--- src/rtl/draw_port_arbiter.sv ---
// Round-robin arbiter sharing one VGA pixel write port between NUM_REQ drawing engines.
// A grant lasts for a whole burst; winner pixels are registered onto vga_*.
module draw_port_arbiter #(
  parameter int NUM_REQ   = 3,
  parameter int X_W       = 8,
  parameter int Y_W       = 7,
  parameter int COL_W     = 3,
  parameter int MAX_BURST = 0
) (
  input  logic                     clk,
  input  logic                     reset_n,
  input  logic [NUM_REQ-1:0]       req,
  input  logic [NUM_REQ-1:0]       wr,
  input  logic [NUM_REQ*X_W-1:0]   x_in,
  input  logic [NUM_REQ*Y_W-1:0]   y_in,
  input  logic [NUM_REQ*COL_W-1:0] col_in,
  output logic [NUM_REQ-1:0]       gnt,
  output logic [NUM_REQ-1:0]       done,
  output logic [X_W-1:0]           vga_x,
  output logic [Y_W-1:0]           vga_y,
  output logic [COL_W-1:0]         vga_colour,
  output logic                     vga_plot,
  output logic                     busy
);
  localparam int LW = (NUM_REQ > 1) ? $clog2(NUM_REQ) : 1;
  localparam int CW = (MAX_BURST > 0) ? $clog2(MAX_BURST + 1) : 1;

  typedef enum logic [1:0] {S_IDLE, S_GRANT, S_RELEASE} state_t;

  state_t                          state, state_d;
  logic [LW-1:0]                   last, last_d, win;
  logic                            win_vld;
  logic [CW-1:0]                   cnt, cnt_d;
  logic [CW:0]                     cnt_inc;
  logic [NUM_REQ-1:0]              gnt_d, done_d, own_oh;
  logic                            plot_d, busy_d;
  logic [X_W-1:0]                  x_d;
  logic [Y_W-1:0]                  y_d;
  logic [COL_W-1:0]                c_d;
  logic                            wr_g, req_g, others, cap_hit;
  logic [NUM_REQ-1:0][X_W-1:0]     xs;
  logic [NUM_REQ-1:0][Y_W-1:0]     ys;
  logic [NUM_REQ-1:0][COL_W-1:0]   cs;

  for (genvar i = 0; i < NUM_REQ; i++) begin : g_unpack
    assign xs[i] = x_in[i*X_W +: X_W];
    assign ys[i] = y_in[i*Y_W +: Y_W];
    assign cs[i] = col_in[i*COL_W +: COL_W];
  end

  assign own_oh  = NUM_REQ'(1) << last;
  assign wr_g    = wr[last];
  assign req_g   = req[last];
  assign others  = |(req & ~own_oh);
  assign cnt_inc = {1'b0, cnt} + {{CW{1'b0}}, wr_g};
  // Cap counts the write happening this cycle, so the capped pixel is still plotted.
  assign cap_hit = (MAX_BURST != 0) && (cnt_inc >= (CW+1)'(MAX_BURST));

  // Scan last+1, last+2, ... wrapping, so the previous owner has lowest priority.
  always_comb begin
    logic [LW:0] sum;
    win     = last;
    win_vld = 1'b0;
    sum     = '0;
    for (int i = 1; i <= NUM_REQ; i++) begin
      sum = {1'b0, last} + (LW+1)'(i);
      if (sum >= (LW+1)'(NUM_REQ)) sum = sum - (LW+1)'(NUM_REQ);
      if (!win_vld && req[sum[LW-1:0]]) begin
        win_vld = 1'b1;
        win     = sum[LW-1:0];
      end
    end
  end

  always_comb begin
    state_d = state;
    gnt_d   = gnt;
    done_d  = '0;
    last_d  = last;
    cnt_d   = cnt;
    plot_d  = 1'b0;
    x_d     = vga_x;
    y_d     = vga_y;
    c_d     = vga_colour;
    case (state)
      S_IDLE: begin
        if (win_vld) begin
          gnt_d   = NUM_REQ'(1) << win;
          last_d  = win;
          cnt_d   = '0;
          state_d = S_GRANT;
        end
      end
      S_GRANT: begin
        if (wr_g) begin
          plot_d = 1'b1;
          x_d    = xs[last];
          y_d    = ys[last];
          c_d    = cs[last];
          if (MAX_BURST != 0) cnt_d = cap_hit ? CW'(MAX_BURST) : cnt_inc[CW-1:0];
        end
        if (!req_g || (cap_hit && others)) begin
          gnt_d   = '0;
          done_d  = own_oh;
          state_d = S_RELEASE;
        end
      end
      S_RELEASE: begin
        gnt_d   = '0;
        state_d = S_IDLE;
      end
      default: begin
        gnt_d   = '0;
        state_d = S_IDLE;
      end
    endcase
    busy_d = (state_d != S_IDLE);
  end

  always_ff @(posedge clk or negedge reset_n) begin
    if (!reset_n) begin
      state      <= S_IDLE;
      last       <= LW'(NUM_REQ - 1);
      cnt        <= '0;
      gnt        <= '0;
      done       <= '0;
      vga_plot   <= 1'b0;
      vga_x      <= '0;
      vga_y      <= '0;
      vga_colour <= '0;
      busy       <= 1'b0;
    end else begin
      state      <= state_d;
      last       <= last_d;
      cnt        <= cnt_d;
      gnt        <= gnt_d;
      done       <= done_d;
      vga_plot   <= plot_d;
      vga_x      <= x_d;
      vga_y      <= y_d;
      vga_colour <= c_d;
      busy       <= busy_d;
    end
  end
endmodule

--- config.mk ---
export PLATFORM = sky130hd
export DESIGN_NAME = draw_port_arbiter
export DESIGN_NICKNAME = d
export VERILOG_FILES = /design/src/rtl/draw_port_arbiter.sv
export SDC_FILE = /design/constraint.sdc
export NUM_CORES = 1
export LEC_CHECK = 0
export ABC_AREA = 1
export CAP_MARGIN = 10
export CORE_ASPECT_RATIO = 0.8
export CORE_UTILIZATION = 41
export CTS_CLUSTER_DIAMETER = 30
export CTS_CLUSTER_SIZE = 20
export DETAILED_ROUTE_END_ITERATION = 6
export PLACE_DENSITY = 0.84
export SLEW_MARGIN = 20
export SYNTH_ARGS = -nofsm -noshare
export SYNTH_HDL_FRONTEND = slang
export SYNTH_SLANG_ARGS = --single-unit
--- constraint.sdc ---
create_clock -name clk -period 3.05 [get_ports clk]
set_input_delay 0.4575 -clock clk [delete_from_list [all_inputs] [get_ports clk]]
set_output_delay 0.4575 -clock clk [all_outputs]
set_load 0.05 [all_outputs]
# Yosys cells after proc, flatten, opt, wreduce, memory -nomap -nowiden
# Index checks and enable logic that the tools add are counted.
# W data, S select, Z words.
# totals
out_inout_bits	26
romBits	0
wordCells	71
ramBits	0
latch_bits	0
mem_count	0
ff_bits	30
# op_classes
bitwise	0
shift	2
n_addsub	6
n_lt_le_gt_ge	7
n_mux	35
multipliers	0
n_reduce_logical	9
n_div	0
n_eq_ne	3
# op_table
operator	count
$bmux W8 S2	1
$mux W2	8
$mux W3	5
$bmux W7 S2	1
$lt A2 B3 Y1 const B	4
$bmux W1 S2	5
$mux W1	10
$ge A3 B2 Y1 const B	3
$mux W8	1
$mux W7	1
$add A2 B2 Y3 const B	2
$bmux W3 S2	1
$pmux W3 S2	1
$reduce_and A2 Y1	3
$shl A1 B2 Y3 const A	2
$sub A2 B2 Y2 const B	3
$ne A2 B2 Y1 const B	2
$pmux W2 S2	1
$add A2 B1 Y3 const B	1
$eq A2 B1 Y1 const B	1
$logic_and A1 B1 Y1	2
$logic_not A1 Y1	2
$logic_not A2 Y1	1
$reduce_bool A2 Y1	1

# Logic depth before layout (Yosys ltp)
# depth
ltp_word	15
ltp_mapped	16
mapped_depth_nobuf	13

# Worst setup path after synthesis
# No wires, ideal clock.
# synth_timing
kind	reg-to-reg
start	reg last[0]
end	reg gnt[0]
synth_period_minus_slack_ns	2.160
t_required_ns	2.984
path_slack_ns	0.890
t_arrival_ns	2.094
path_stages_with_launch	15
setup_time_ns	0.066
n_path_buf	3
cell_sequence	dfrtp_1 buf_4 inv_2 buf_2 buf_2 ha_1 inv_2 o21ai_0 nand2_1 nand2_2 nor2_4 inv_2 o21ai_2 nand2_1 nand2_1
# synth_between
elab_chain_len	15
# synth_lines
item	line_no	text
start, declared	31	logic [LW-1:0] last, last_d, win;
start signal, assigned	123	last <= LW'(NUM_REQ - 1);
start signal, assigned	134	last <= last_d;
$add A2 B1 Y3	66	sum = {1'b0, last} + (LW+1)'(i);
$ge A3 B2 Y1 or $sub A2 B2 Y2 (tied branches)	67	if (sum >= (LW+1)'(NUM_REQ)) sum = sum - (LW+1)'(NUM_REQ);
$mux W2	67	
$bmux W1 S2	68	if (!win_vld && req[sum[LW-1:0]]) begin
$mux W1 (implied by the code)	68	
$mux W1	68	
$logic_not A1 Y1	68	
$logic_and A1 B1 Y1	68	
$mux W1	68	
$logic_not A1 Y1	68	
$logic_and A1 B1 Y1	68	
$mux W2	68	
$shl A1 B2 Y3	88	gnt_d = NUM_REQ'(1) << win;
$mux W3	87	if (win_vld) begin
$pmux W3 S2	85	case (state)
end signal, assigned	136	gnt <= gnt_d;
end, declared	17	output logic [NUM_REQ-1:0] gnt,
# Parallel ways exist; a longest one is shown, timed or not. The select of a mux whose other input is x is not followed.
# A chain may end at the register's enable or synchronous reset.

# Final worst setup path
# layout_timing
start	reg last[1]
end	reg gnt[0]
# The elaborated chain is that of the path after synthesis.

==> impl_metrics.env <==
export IMPL_status="complete, no violations"
export IMPL_path_buf_inv=3
export IMPL_mostFrequentLayoutCell="clkdlybuf4s50_1"
export IMPL_critPathCaptureType="flip-flop"
export IMPL_final_nets=395
export IMPL_hold_slack_ns=0.473
export IMPL_crit_arrival_ns=2.49
export IMPL_die_area_um2=4660
export IMPL_rsz0062_at_grt="no"
export IMPL_cts_root_buf="clkbuf_8"
export IMPL_clock_sinks=30
export IMPL_place_congestion=0.816
export IMPL_drc_errors=0
export IMPL_worst_path_max_delay_cell="dfstp_2"
export IMPL_start_util_pct=42.8
export IMPL_cts_tree="built"
export IMPL_final_cell_mix="clkdlybuf4s50_1, nor2_1, nand3_1, nand2_1, dfrtp_1"
export IMPL_required_ns=3.26
export IMPL_path_delay_family="flip-flops"
export IMPL_syn_to_final_growth_pct=55.1
export IMPL_fmax_mhz=439
export IMPL_crit_fanout=18
export IMPL_crit_path_start_kind="flip-flop"
export IMPL_grt_max_degree=31
export IMPL_synth_seq_area_share_pct=41.8
export IMPL_crit_top_cell="nand2_1"
export IMPL_fillers=367
export IMPL_period_share_pct=74.6
export IMPL_hold_buffers=0
export IMPL_layout_cells_non_filler=386
export IMPL_dp_cells=378
export IMPL_numCtsBuffers=5
export IMPL_routed_wl_um=4370
export IMPL_htree_levels=2
export IMPL_ant_nets=0
export IMPL_worst_slew_pin_slew_ns=0.533
export IMPL_ir_drop_mv=0.503
export IMPL_die_w_um=76.1
export IMPL_grt_pass1_vias=1476
export IMPL_syn_area_um2=1800
export IMPL_antenna_found_initial=0
export IMPL_p_leak_nw=1.20
export IMPL_relSlewSlack_pct=64.3
export IMPL_ys_seq_elements=30
export IMPL_grt_use_total_pct=19.6
export IMPL_cts_resized=0
export IMPL_ff_latch_area_um2=752
export IMPL_hp_class="reg -> reg"
export IMPL_firstDrtPassIters=4
export IMPL_via_per_inst=4.84
export IMPL_ys_warn_count=0
export IMPL_io_buffers=87
export IMPL_avgRoutedWirePerCell_um=11.3
export IMPL_drtIter0Drc=73
export IMPL_core_um2=4200
export IMPL_postSynthAreaPerCell_um2=7.40
export IMPL_fin_tns_setup_ns=0
export IMPL_diodes=0
export IMPL_cp_slowest_stage_delay_ns=0.71
export IMPL_crit_chain="inv_1 > ha_1 > inv_2 > o21ai_0 > nand2_1 > nand2_2 > nor2_4 > inv_2 > o21ai_2 > nand2_1 > nand2_1"
export IMPL_finalHoldViolCount=0
export IMPL_slew_viol_final=0
export IMPL_finClkSkew_ns=0.0130
export IMPL_cts_buffer_depth=2
export IMPL_grt_pass1_wl_um=7000
export IMPL_overflow=0
export IMPL_io_pins=88
export IMPL_multiInputGateArea_um2=905
export IMPL_clkLatencyLatePin_ns=0.28
export IMPL_hpwl_um=3270
export IMPL_powerDensity_nw_per_um2=1110
export IMPL_synth_cells=243
export IMPL_critPathKind="reg -> reg"
export IMPL_vias=1867
export IMPL_postCtsSetupBuffers=0
export IMPL_syn_num_nets=310
export IMPL_row_count=21
export IMPL_die_h_um=61.3
export IMPL_drv_cap=0
export IMPL_min_period_ns=2.28
export IMPL_drive_gt1_share_pct=7.90
export IMPL_yosys_cell_types_count=24
export IMPL_clk_pin_slew_ns=0.06
export IMPL_setup_viol=0
==> metrics by stage <==
stage,setup WS [ns],power [mW],utilization [%],cell area (um^2)
CTS,0.768,3.12,66.4,2790
detailed placement,0.805,2.79,64.2,2700
floorplan,0.890,2.22,-,1800
global route,0.502,3.36,66.4,2790
finish,0.773,3.10,66.4,2790
global placement,0.887,2.75,64.2,2700
==> layer usage <==
metal / routed length (um) / part of all wire, % / track usage [%]
met1: 2000 / 46 / 25.6
met5: 0 / 0 / 0
met4: 40 / 0.92 / 5.77
met2: 1920 / 44 / 30.4
met3: 407 / 9.3 / 8.30
==> Yosys cell counts <==
| library cell | count | area (um^2) |
|---|---|---|
| nor2_1 | 64 | 240 |
| nand3_1 | 32 | 160 |
| dfrtp_1 | 29 | 726 |
| nand2_1 | 29 | 109 |
| o21ai_0 | 21 | 105 |
| a31oi_1 | 18 | 113 |
| inv_1 | 14 | 52.6 |
| buf_2 | 6 | 30.0 |
| ha_1 | 5 | 62.6 |
| clkbuf_1 | 4 | 15.0 |
| inv_2 | 3 | 11.3 |
| nand2_2 | 3 | 18.8 |
| buf_6 | 2 | 22.5 |
| nand2_4 | 2 | 22.5 |
| o21ai_2 | 2 | 17.5 |
| a21oi_4 | 1 | 16.3 |
| buf_1 | 1 | 3.75 |
| buf_4 | 1 | 7.51 |
| dfstp_2 | 1 | 26.3 |
| nand3_2 | 1 | 10.0 |
| nand4_1 | 1 | 6.26 |
| nor2_4 | 1 | 11.3 |
| o21ai_1 | 1 | 5.00 |
| o31ai_1 | 1 | 7.51 |
==> final timing paths <==
| check | start | end | slack [ns] | cells after the start |
|---|---|---|---|---|
| max in group asynchronous | reset_n | last[1] | 2.18 | 2 |
| min reg2reg | gnt[1] | gnt[1] | 0.47 | 2 |
| min in group asynchronous | reset_n | state[1] | 0.55 | 2 |
| min | gnt[1] | gnt[1] | 0.47 | 2 |
| max reg2reg | last[1] | gnt[0] | 0.77 | 11 |
| max | last[1] | gnt[0] | 0.77 | 11 |
==> state kept, by name, summed over array words and instances (netlist names) <==
signal      count
state           2
vga_y           7
vga_plot        1
vga_x           8
done            3
vga_colour      3
busy            1
last            2
gnt             3
==> logic make-up (layout without fill, tap and decap cells) <==
family                     after synthesis  count (layout)  synth area share [%]
adders and majority gates                5               5                  3.48
buffers and inverters                   31             117                  7.93
DFF                                     30              30                  41.8
AOI/OAI and AO/OA                       44              44                  14.7
and+or+nand+nor                        133             133                  32.1
==> where the power goes <==
group	leakage [nW]	internal, mW	switching, mW
clock	0.0482	0.182	0.142
combinational	0.798	0.708	1.37
sequential	0.353	0.590	0.111
==> tightest hold or removal path, stage by stage (launching register included) <==
cell and delay, ns:
dfrtp_1 0.34, nand2_1 0.05, nand2_1 0.04
==> area by class of cell <==
type | instances | area share [%]
sequential | 30 | 26.9
clock inverter | 1 | 0.179
timing repair buffer | 92 | 32.5
tap | 57 | 2.55
inverter | 17 | 2.29
multi-input combinational | 182 | 32.4
clock buffer | 7 | 3.09
(Power assumes the default switching activity.)
